==> config.mk <==
export PLATFORM = sky130hd
export DESIGN_NAME = cpu_mem_arbiter_flat
export DESIGN_NICKNAME = d
export VERILOG_FILES = /design/src/rtl/cpu_mem_arbiter_if.sv /design/src/rtl/cpu_mem_arbiter.sv /design/src/flat_wrapper.sv
export SDC_FILE = /design/constraint.sdc
export NUM_CORES = 1
export LEC_CHECK = 0
export BUFFER_PORTS_ARGS = -buffer_cell sky130_fd_sc_hd__buf_2
export CAP_MARGIN = 20
export CELL_PAD_IN_SITES_DETAIL_PLACEMENT = 0
export CELL_PAD_IN_SITES_GLOBAL_PLACEMENT = 1
export CORE_AREA = 2 2 118 120
export DETAILED_ROUTE_END_ITERATION = 10
export DIE_AREA = 0 0 120 122
export PLACE_DENSITY_LB_ADDON = 0.1
export SLEW_MARGIN = 0
export SYNTH_ARGS = -nofsm -noshare
export SYNTH_HDL_FRONTEND = slang
export SYNTH_SLANG_ARGS = --single-unit
==> constraint.sdc <==
create_clock -name clock -period 2.5 [get_ports clock]
set_input_delay 0.375 -clock clock [delete_from_list [all_inputs] [get_ports clock]]
set_output_delay 0.375 -clock clock [all_outputs]
set_load 0.005 [all_outputs]
==> src/rtl/cpu_mem_arbiter_if.sv <==
`default_nettype none
// +----------------------------------------------------------------------------+
// | cpu_mem_arbiter_if : CPU / NI request ports and shared memory port bundle  |
// | Rev 1.0                                                                    |
// +----------------------------------------------------------------------------+
interface cpu_mem_arbiter_if #(
  parameter int MEMORY_BUS_WIDTH = 32
);
  localparam int ADDR_WIDTH = MEMORY_BUS_WIDTH - 2;

  logic                        cpu_req;
  logic [ADDR_WIDTH-1:0]       cpu_addr;
  logic [MEMORY_BUS_WIDTH-1:0] cpu_wdata;
  logic [3:0]                  cpu_wb;
  logic                        cpu_gnt;
  logic [MEMORY_BUS_WIDTH-1:0] cpu_rdata;
  logic                        cpu_rvalid;

  logic                        ni_req;
  logic [ADDR_WIDTH-1:0]       ni_addr;
  logic [MEMORY_BUS_WIDTH-1:0] ni_wdata;
  logic [3:0]                  ni_wb;
  logic                        ni_gnt;
  logic [MEMORY_BUS_WIDTH-1:0] ni_rdata;
  logic                        ni_rvalid;

  logic                        mem_en;
  logic [ADDR_WIDTH-1:0]       mem_addr;
  logic [MEMORY_BUS_WIDTH-1:0] mem_wdata;
  logic [3:0]                  mem_wb;
  logic [MEMORY_BUS_WIDTH-1:0] mem_rdata;

  // Requesters plus memory: the environment around the arbiter.
  modport master (
    output cpu_req, cpu_addr, cpu_wdata, cpu_wb,
    output ni_req, ni_addr, ni_wdata, ni_wb,
    output mem_rdata,
    input  cpu_gnt, cpu_rdata, cpu_rvalid,
    input  ni_gnt, ni_rdata, ni_rvalid,
    input  mem_en, mem_addr, mem_wdata, mem_wb
  );

  modport slave (
    input  cpu_req, cpu_addr, cpu_wdata, cpu_wb,
    input  ni_req, ni_addr, ni_wdata, ni_wb,
    input  mem_rdata,
    output cpu_gnt, cpu_rdata, cpu_rvalid,
    output ni_gnt, ni_rdata, ni_rvalid,
    output mem_en, mem_addr, mem_wdata, mem_wb
  );
endinterface
`default_nettype wire

==> src/rtl/cpu_mem_arbiter.sv <==
`default_nettype none
// +----------------------------------------------------------------------------+
// | cpu_mem_arbiter : two-requester (CPU / NI) memory port arbiter with burst  |
// | limit. Define ARB_ROUND_ROBIN_EN to resolve idle ties round-robin.         |
// | Rev 1.0                                                                    |
// +----------------------------------------------------------------------------+
module cpu_mem_arbiter #(
  parameter int MEMORY_BUS_WIDTH = 32,
  parameter int MAX_BURST        = 8
) (
  input wire logic         clock,
  input wire logic         reset,
  cpu_mem_arbiter_if.slave bus
);
  localparam int   ADDR_WIDTH = MEMORY_BUS_WIDTH - 2;
  localparam logic LS_CPU     = 1'b0;
  localparam logic LS_NI      = 1'b1;

  typedef enum logic [1:0] {
    IDLE    = 2'd0,
    CPU_OWN = 2'd1,
    NI_OWN  = 2'd2
  } state_t;

  state_t     state;
  state_t     state_nxt;
  logic [7:0] burst_cnt;
  logic       last_served;
  logic       cpu_rd_pend;
  logic       ni_rd_pend;

  logic       cpu_acc;
  logic       ni_acc;
  logic       access;
  logic [8:0] burst_sum;
  logic       burst_hit;
  logic       tie_to_ni;

  assign cpu_acc   = bus.cpu_req && (state == CPU_OWN);
  assign ni_acc    = bus.ni_req  && (state == NI_OWN);
  assign access    = cpu_acc || ni_acc;
  // The current cycle's access counts toward the limit, so an owner gets exactly MAX_BURST.
  assign burst_sum = {1'b0, burst_cnt} + {8'd0, access};
  assign burst_hit = (burst_sum >= 9'(MAX_BURST));

`ifdef ARB_ROUND_ROBIN_EN
  assign tie_to_ni = (last_served == LS_CPU);
`else
  // last_served is tracked in both builds but only steers ties with round robin.
  assign tie_to_ni = last_served & 1'b0;
`endif

  always_comb begin
    state_nxt = state;
    case (state)
      IDLE: begin
        if (bus.cpu_req && bus.ni_req) state_nxt = tie_to_ni ? NI_OWN : CPU_OWN;
        else if (bus.cpu_req)          state_nxt = CPU_OWN;
        else if (bus.ni_req)           state_nxt = NI_OWN;
      end
      CPU_OWN: begin
        if (!bus.cpu_req)                state_nxt = bus.ni_req ? NI_OWN : IDLE;
        else if (bus.ni_req && burst_hit) state_nxt = NI_OWN;
      end
      NI_OWN: begin
        if (!bus.ni_req)                  state_nxt = bus.cpu_req ? CPU_OWN : IDLE;
        else if (bus.cpu_req && burst_hit) state_nxt = CPU_OWN;
      end
      default: state_nxt = IDLE;
    endcase
  end

  always_ff @(posedge clock or posedge reset) begin
    if (reset) begin
      state       <= IDLE;
      burst_cnt   <= 8'd0;
      last_served <= LS_NI;
      cpu_rd_pend <= 1'b0;
      ni_rd_pend  <= 1'b0;
    end else begin
      cpu_rd_pend <= cpu_acc && (bus.cpu_wb == 4'b0000);
      ni_rd_pend  <= ni_acc  && (bus.ni_wb  == 4'b0000);
      if (state_nxt != state) begin
        state     <= state_nxt;
        burst_cnt <= 8'd0;
        if (state_nxt == CPU_OWN)     last_served <= LS_CPU;
        else if (state_nxt == NI_OWN) last_served <= LS_NI;
      end else if (access && (burst_cnt != 8'(MAX_BURST))) begin
        burst_cnt <= burst_cnt + 8'd1;
      end
    end
  end

  assign bus.cpu_gnt    = (state == CPU_OWN);
  assign bus.ni_gnt     = (state == NI_OWN);
  assign bus.cpu_rvalid = cpu_rd_pend;
  assign bus.ni_rvalid  = ni_rd_pend;
  // Read data follows the strobe by one cycle, so it is passed straight through.
  assign bus.cpu_rdata  = cpu_rd_pend ? bus.mem_rdata : {MEMORY_BUS_WIDTH{1'b0}};
  assign bus.ni_rdata   = ni_rd_pend  ? bus.mem_rdata : {MEMORY_BUS_WIDTH{1'b0}};

  always_comb begin
    bus.mem_en    = access;
    bus.mem_addr  = {ADDR_WIDTH{1'b0}};
    bus.mem_wdata = {MEMORY_BUS_WIDTH{1'b0}};
    bus.mem_wb    = 4'b0000;
    if (cpu_acc) begin
      bus.mem_addr  = bus.cpu_addr;
      bus.mem_wdata = bus.cpu_wdata;
      bus.mem_wb    = bus.cpu_wb;
    end else if (ni_acc) begin
      bus.mem_addr  = bus.ni_addr;
      bus.mem_wdata = bus.ni_wdata;
      bus.mem_wb    = bus.ni_wb;
    end
  end
endmodule
`default_nettype wire

==> src/flat_wrapper.sv <==
// flat-port wrapper written by rule: the top's interface ports become plain ports
module cpu_mem_arbiter_flat 
#(
  parameter int MEMORY_BUS_WIDTH = 32,
  parameter int MAX_BURST        = 8
)
  (clock, reset, bus_cpu_req, bus_cpu_addr, bus_cpu_wdata, bus_cpu_wb, bus_ni_req, bus_ni_addr, bus_ni_wdata, bus_ni_wb, bus_mem_rdata, bus_cpu_gnt, bus_cpu_rdata, bus_cpu_rvalid, bus_ni_gnt, bus_ni_rdata, bus_ni_rvalid, bus_mem_en, bus_mem_addr, bus_mem_wdata, bus_mem_wb);
  cpu_mem_arbiter_if #(.MEMORY_BUS_WIDTH(MEMORY_BUS_WIDTH)) bus_i ();
  input wire logic clock;
  input wire logic reset;
  input wire logic [$bits(bus_i.cpu_req)-1:0] bus_cpu_req;
  input wire logic [$bits(bus_i.cpu_addr)-1:0] bus_cpu_addr;
  input wire logic [$bits(bus_i.cpu_wdata)-1:0] bus_cpu_wdata;
  input wire logic [$bits(bus_i.cpu_wb)-1:0] bus_cpu_wb;
  input wire logic [$bits(bus_i.ni_req)-1:0] bus_ni_req;
  input wire logic [$bits(bus_i.ni_addr)-1:0] bus_ni_addr;
  input wire logic [$bits(bus_i.ni_wdata)-1:0] bus_ni_wdata;
  input wire logic [$bits(bus_i.ni_wb)-1:0] bus_ni_wb;
  input wire logic [$bits(bus_i.mem_rdata)-1:0] bus_mem_rdata;
  output wire logic [$bits(bus_i.cpu_gnt)-1:0] bus_cpu_gnt;
  output wire logic [$bits(bus_i.cpu_rdata)-1:0] bus_cpu_rdata;
  output wire logic [$bits(bus_i.cpu_rvalid)-1:0] bus_cpu_rvalid;
  output wire logic [$bits(bus_i.ni_gnt)-1:0] bus_ni_gnt;
  output wire logic [$bits(bus_i.ni_rdata)-1:0] bus_ni_rdata;
  output wire logic [$bits(bus_i.ni_rvalid)-1:0] bus_ni_rvalid;
  output wire logic [$bits(bus_i.mem_en)-1:0] bus_mem_en;
  output wire logic [$bits(bus_i.mem_addr)-1:0] bus_mem_addr;
  output wire logic [$bits(bus_i.mem_wdata)-1:0] bus_mem_wdata;
  output wire logic [$bits(bus_i.mem_wb)-1:0] bus_mem_wb;
  assign bus_i.cpu_req = bus_cpu_req;
  assign bus_i.cpu_addr = bus_cpu_addr;
  assign bus_i.cpu_wdata = bus_cpu_wdata;
  assign bus_i.cpu_wb = bus_cpu_wb;
  assign bus_i.ni_req = bus_ni_req;
  assign bus_i.ni_addr = bus_ni_addr;
  assign bus_i.ni_wdata = bus_ni_wdata;
  assign bus_i.ni_wb = bus_ni_wb;
  assign bus_i.mem_rdata = bus_mem_rdata;
  assign bus_cpu_gnt = bus_i.cpu_gnt;
  assign bus_cpu_rdata = bus_i.cpu_rdata;
  assign bus_cpu_rvalid = bus_i.cpu_rvalid;
  assign bus_ni_gnt = bus_i.ni_gnt;
  assign bus_ni_rdata = bus_i.ni_rdata;
  assign bus_ni_rvalid = bus_i.ni_rvalid;
  assign bus_mem_en = bus_i.mem_en;
  assign bus_mem_addr = bus_i.mem_addr;
  assign bus_mem_wdata = bus_i.mem_wdata;
  assign bus_mem_wb = bus_i.mem_wb;
  cpu_mem_arbiter #(.MEMORY_BUS_WIDTH(MEMORY_BUS_WIDTH), .MAX_BURST(MAX_BURST)) u_core (.clock(clock), .reset(reset), .bus(bus_i));
endmodule
# Word-level counts from Yosys, hierarchy flattened
# Index checks and enable logic that the tools add are counted.
# W data, S select, Z words.
# word_totals
reg_bits,12
input_bits,168
out_inout_bits,135
word_cells,44
# classes
addsub,2
n_lt_le_gt_ge,1
n_eq_ne,4
n_mux,20
reduce_logical,13
# op_table
operator,n
$mux W32,4
$mux W30,2
$mux W2,8
$mux W8,2
$add A8 B1 Y9,1
$ge A9 B4 Y1 const B,1
$add A8 B1 Y8 const B,1
$logic_and A1 B1 Y1,8
$logic_not A4 Y1,2
$mux W4,2
$ne A8 B4 Y1 const B,1
$pmux W2 S3,1
$eq A2 B1 Y1 const B,1
$eq A2 B2 Y1 const B,1
$logic_not A2 Y1,1
$ne A2 B2 Y1,1
$reduce_bool A2 Y1,1
$logic_or A1 B1 Y1,1
$mux W1,1

# Longest topological paths before layout
# logic_depth
depth_word,11
depth_mapped,12
depth_no_buf,9

# Worst setup path before layout
# Ideal clock, no wire load.
# synth_path
path_type,register -> register
from,register u_core.state[0]
to,register u_core.state[1]
setup_time_ns,0.120
arrival_ns,2.579
setup_slack_ns,-0.199
path_stages_with_launch,13
path_buffers,3
synth_period_minus_slack_ns,2.699
path_cell_list,dfrtp_1 -> buf_2 -> and3b_1 -> buf_2 -> or2_1 -> clkbuf_1 -> ha_1 -> ha_1 -> and4b_1 -> o211ai_1 -> a32oi_4 -> or3b_1 -> and4_1
# synth_via
elab_chain_cells,10
elab_cells_between_ends,19
# synth_rtl
item,line_no,source
from (decl),cpu_mem_arbiter.sv:25,state_t state;
from (signal assigned),cpu_mem_arbiter.sv:84,state <= state_nxt;
$eq A2 B1 Y1 or $eq A2 B2 Y1 (tied branches),"cpu_mem_arbiter.sv:39, cpu_mem_arbiter.sv:40",
$logic_and A1 B1 Y1 (on tied branches),"cpu_mem_arbiter.sv:39, cpu_mem_arbiter.sv:40",
$logic_or A1 B1 Y1 *,cpu_mem_arbiter.sv:41,assign access = cpu_acc || ni_acc;
via bus_mem_en,flat_wrapper.sv:26,output wire logic [$bits(bus_i.mem_en)-1:0] bus_mem_en;
$add A8 B1 Y9 *,cpu_mem_arbiter.sv:43,"assign burst_sum = {1'b0, burst_cnt} + {8'd0, access};"
$ge A9 B4 Y1 *,cpu_mem_arbiter.sv:44,assign burst_hit = (burst_sum >= 9'(MAX_BURST));
$logic_and A1 B1 Y1 (on tied branches),"cpu_mem_arbiter.sv:67, cpu_mem_arbiter.sv:63",
$mux W2 (on tied branches),"cpu_mem_arbiter.sv:67, cpu_mem_arbiter.sv:63",
$mux W2 (on tied branches),"cpu_mem_arbiter.sv:66, cpu_mem_arbiter.sv:62",
$pmux W2 S3 *,cpu_mem_arbiter.sv:55,case (state)
$ne A2 B2 Y1,cpu_mem_arbiter.sv:83,if (state_nxt != state) begin
# Mark *: on every way through the listed nets, which the timed path passes. The rest lies on a longest branch.
# A chain may end at the register's enable or synchronous reset.

# Worst setup path after layout
# layout_path
from,register u_core.state[1]
to,register u_core.state[1]
# layout_via
elab_chain_cells,10
elab_cells_between_ends,19
# layout_rtl
item,line_no
$eq A2 B1 Y1 or $eq A2 B2 Y1 (tied branches),"cpu_mem_arbiter.sv:39, cpu_mem_arbiter.sv:55, cpu_mem_arbiter.sv:40"
$logic_and A1 B1 Y1 (on tied branches),"cpu_mem_arbiter.sv:39, cpu_mem_arbiter.sv:40"
$logic_or A1 B1 Y1,cpu_mem_arbiter.sv:41
$add A8 B1 Y9,cpu_mem_arbiter.sv:43
$ge A9 B4 Y1,cpu_mem_arbiter.sv:44
$logic_and A1 B1 Y1 (on tied branches),"cpu_mem_arbiter.sv:67, cpu_mem_arbiter.sv:63"
$mux W2 (on tied branches),"cpu_mem_arbiter.sv:67, cpu_mem_arbiter.sv:63"
$mux W2 (on tied branches),"cpu_mem_arbiter.sv:66, cpu_mem_arbiter.sv:62"
$pmux W2 S3,cpu_mem_arbiter.sv:55
$ne A2 B2 Y1,cpu_mem_arbiter.sv:83
# Parallel ways exist; a longest one is shown, timed or not.

==> impl_metrics.csv <==
group,metric,value,unit
outcome,status,"finished, final reports clean",
routing,drc,0,
yosys,async_flop_share,1.00,
timing,setup_viol,0,
final_layout,finalNonFillerCells,700,
yosys,yosys.area.top_type,"a22o_1",
setup_path,path_max_fanout,5,
yosys,synthAdderAreaFrac,0.0268,
pwr,seqPwrFrac,0.239,
pwr,intPower,620,µW
grt,grt_usage,0.134,
timing,tightest_slew,0.791,ns
die,die_h,122,µm
die,die_area,0.0146,mm²
pwr,p_leak,2.25,nW
cts,postCtsSetupRepairBufs,0,
die,fp.coreArea,0.0135,mm²
placement,dp_cells,697,
yosys,synth.area.top_cells,"a22o_1 31%, and2_1 22%, dfrtp_1 16%, ha_1 2.7%, clkbuf_1 2.6%",
placement,dp_hpwl,9070,µm
final_layout,drive_gt1_frac,0.617,
routing,drtIter0Drc,72,
grt,grt_max_degree,70,
yosys,yosys-top-cells-count,"66 x a22o_1, 65 x and2_1, 13 x clkbuf_1",
yosys,synth_flop_cell,"dfrtp_1",
routing,via_per_inst,4.14,
routing,postRouteAntennaNets,0,
pwr,irDropWorstVdd,0.168,mV
timing,setup_slack,0.195,ns
yosys,synth-xor-area-share,0.0328,
setup_path,worst_ep_required_time,2.63,ns
timing,fin_crit,2.30,ns
setup_path,startpoint_type,"flop",
yosys,ys_warn_count,0,
cts,clk_pin_slew_worst_paths,0.04,ns
setup_path,ff2ff_path_depth,9,
yosys,synthSimpleGateAreaFrac,0.336,
yosys,synth_mux_area_frac,0.00536,
cts,cts.sinks,12,
routing,wl,10900,µm
yosys,synth-seq-area-share,0.161,
yosys,synth_compound_area_frac,0.371,
final_layout,post-route-util,0.271,
worst_hold_path,hp-class,"in2async",
timing,max_freq,434,MHz
yosys,synth_top_family_by_area,"compound AO/OA/AOI/OAI gates",
cts,numCtsBuffers,3,
grt,antenna_found_initial,1,
final_layout,fin_nets,694,
grt,grt_pass1_wl,15400,µm
placement,gp_congestion,0.759,
die,floorplan.initialDensity,0.138,
cts,cts_tree,"yes",
yosys,synth.net_count,405,
routing,dr.pass1.iters,4,
setup_path,end_kind,"flop",
timing,fin_crit_sh,0.922,
routing,wl_per_cell,15.6,µm
setup_path,path_class,"reg2reg",
yosys,synth_edf_count,0,
yosys,syn_area,0.00187,mm²
pwr,powerDensity,239,mW/mm²
placement,io_buffers,302,
yosys,synthCells,233,
timing,hold_viol,0,
setup_path,cp_data_arrival_time,2.43,ns
run,cap_violations,0,
timing,relSlewSlack,0.473,
cts,clockBufferDepth,2,
die,io_pins,303,
die,rows,43,
cts,htree_levels,1,
final_layout,n_antenna_cell,0,
final_layout,area_growth,95.7,%
cts,cts_hold_buffers,0,
pwr,p_clk_frac,0.329,
yosys,yosys.area.top_type_share,0.310,
pwr,combinationalPowerShare,0.432,
final_layout,nFillCells,1532,
yosys,postSynthRegisterBits,12,
routing,vias,2896,
yosys,synth_cell_types,39,
pwr,p_switching,254,µW
timing,fin_skew,0.000713,ns
cts,cts.repair.resized,0,
timing,slew_viol_final,0,
pwr,power_switching_share,0.290,
cts,clock_latency,0.24,ns
timing,rsz0062_at_grt,"false",
placement,place_ws,0.0780,ns
grt,grt_pass1_vias,2746,
cts,cts_root_buf,"clkbuf_16",
yosys,avgSynthCellArea,8.01,µm²
die,dieWidth,120,µm
grt,gr-total-overflow,0,
timing,tns,0,ns
yosys,yosysMostFrequentCell,"a22o_1",
-- registers in the layout, summed over array words and instances (netlist names) --
name                   cells
u_core.burst_cnt           8
u_core.bus.cpu_rvalid      1
u_core.bus.ni_rvalid       1
u_core.state               2
-- cells by family (layout without fill, tap and decap cells) --
family                   after synthesis  after routing
AND/OR/NAND/NOR                      101            101
AO/OA/AOI/OAI                         79             79
buffers and inverters                 29            316
flip-flops                            12             12
XOR/XNOR                               7              7
adder cells (fa/ha/maj)                4              4
multiplexers                           1              1
-- area by class of cell --
cell class | instances | area (µm²) | share of cell area
clock buffers | 3 | 75.1 | 0.0205
inverters | 4 | 15.0 | 0.00411
flip-flops and latches | 12 | 300 | 0.0822
multi-input cells | 192 | 1470 | 0.403
well taps | 180 | 225 | 0.0616
repair buffers | 309 | 1560 | 0.428
-- final timing paths --
check | from | slack [ns] | to
min in group clock | bus_ni_wb[0] | 0.40 | u_core.bus.ni_rvalid
setup reg to reg | u_core.state[1] | 0.20 | u_core.state[1]
hold / removal | reset | 0.16 | u_core.state[1]
max in group asynchronous | reset | 2.01 | u_core.burst_cnt[2]
hold reg to reg | u_core.burst_cnt[5] | 0.57 | u_core.burst_cnt[5]
setup / recovery | u_core.state[1] | 0.20 | u_core.state[1]
-- per-layer routing --
metal | wire, µm | GRT usage | up-vias
li1 | - | - | 1438
met1 | 3840 | 0.139 | 1298
met2 | 6000 | 0.268 | 154
met3 | 1010 | 0.0384 | 4
met4 | 41 | 0.0228 | 2
met5 | 7 | 0 | -
-- stage by stage --
step / instance area (µm²) / hold slack [ns] / total power [mW]
2_1_floorplan: 1910 / 0.240 / 0.361
3_3_place_gp: 3580 / 0.433 / 0.596
3_5_place_dp: 3580 / 0.435 / 0.594
4_1_cts: 3650 / 0.183 / 0.889
5_1_grt: 3650 / 0.215 / 0.931
6_report: 3650 / 0.160 / 0.873
-- cells in the final DEF (no fill, tap or decap), types with 2 or more instances in the layout --
cell         n
and2_1      65
ha_4         2
a22o_1      66
and3_1       3
buf_2      302
a21o_1       3
clkbuf_16    3
and3b_2      2
nand4_1      3
nor2_1       9
dfrtp_1     12
nor2b_1      2
inv_1        4
nand2_1      3
xor2_1       3
a21oi_1      2
nand4b_1     2
o21ai_0      2
xnor2_1      4
ha_1         2
buf_4        7
-- worst max-delay path: stages, from the launching register on --
cell      delay, ns
dfrtp_1        0.38
and3b_2        0.24
or2_1          0.15
ha_4           0.17
ha_4           0.13
and4b_1        0.20
o211ai_1       0.26
a32oi_4        0.11
or3b_1         0.36
and4_1         0.17
-- power groups by stage --
stage	Sequential (mW)	Clock (mW)	Combinational [mW]
finish	0.209	0.287	0.378
global placement	0.212	0	0.385
CTS	0.209	0.296	0.384
floorplan	0.209	0	0.152
detailed placement	0.212	0	0.382
global route	0.210	0.302	0.419
(Power assumes the default switching activity.)
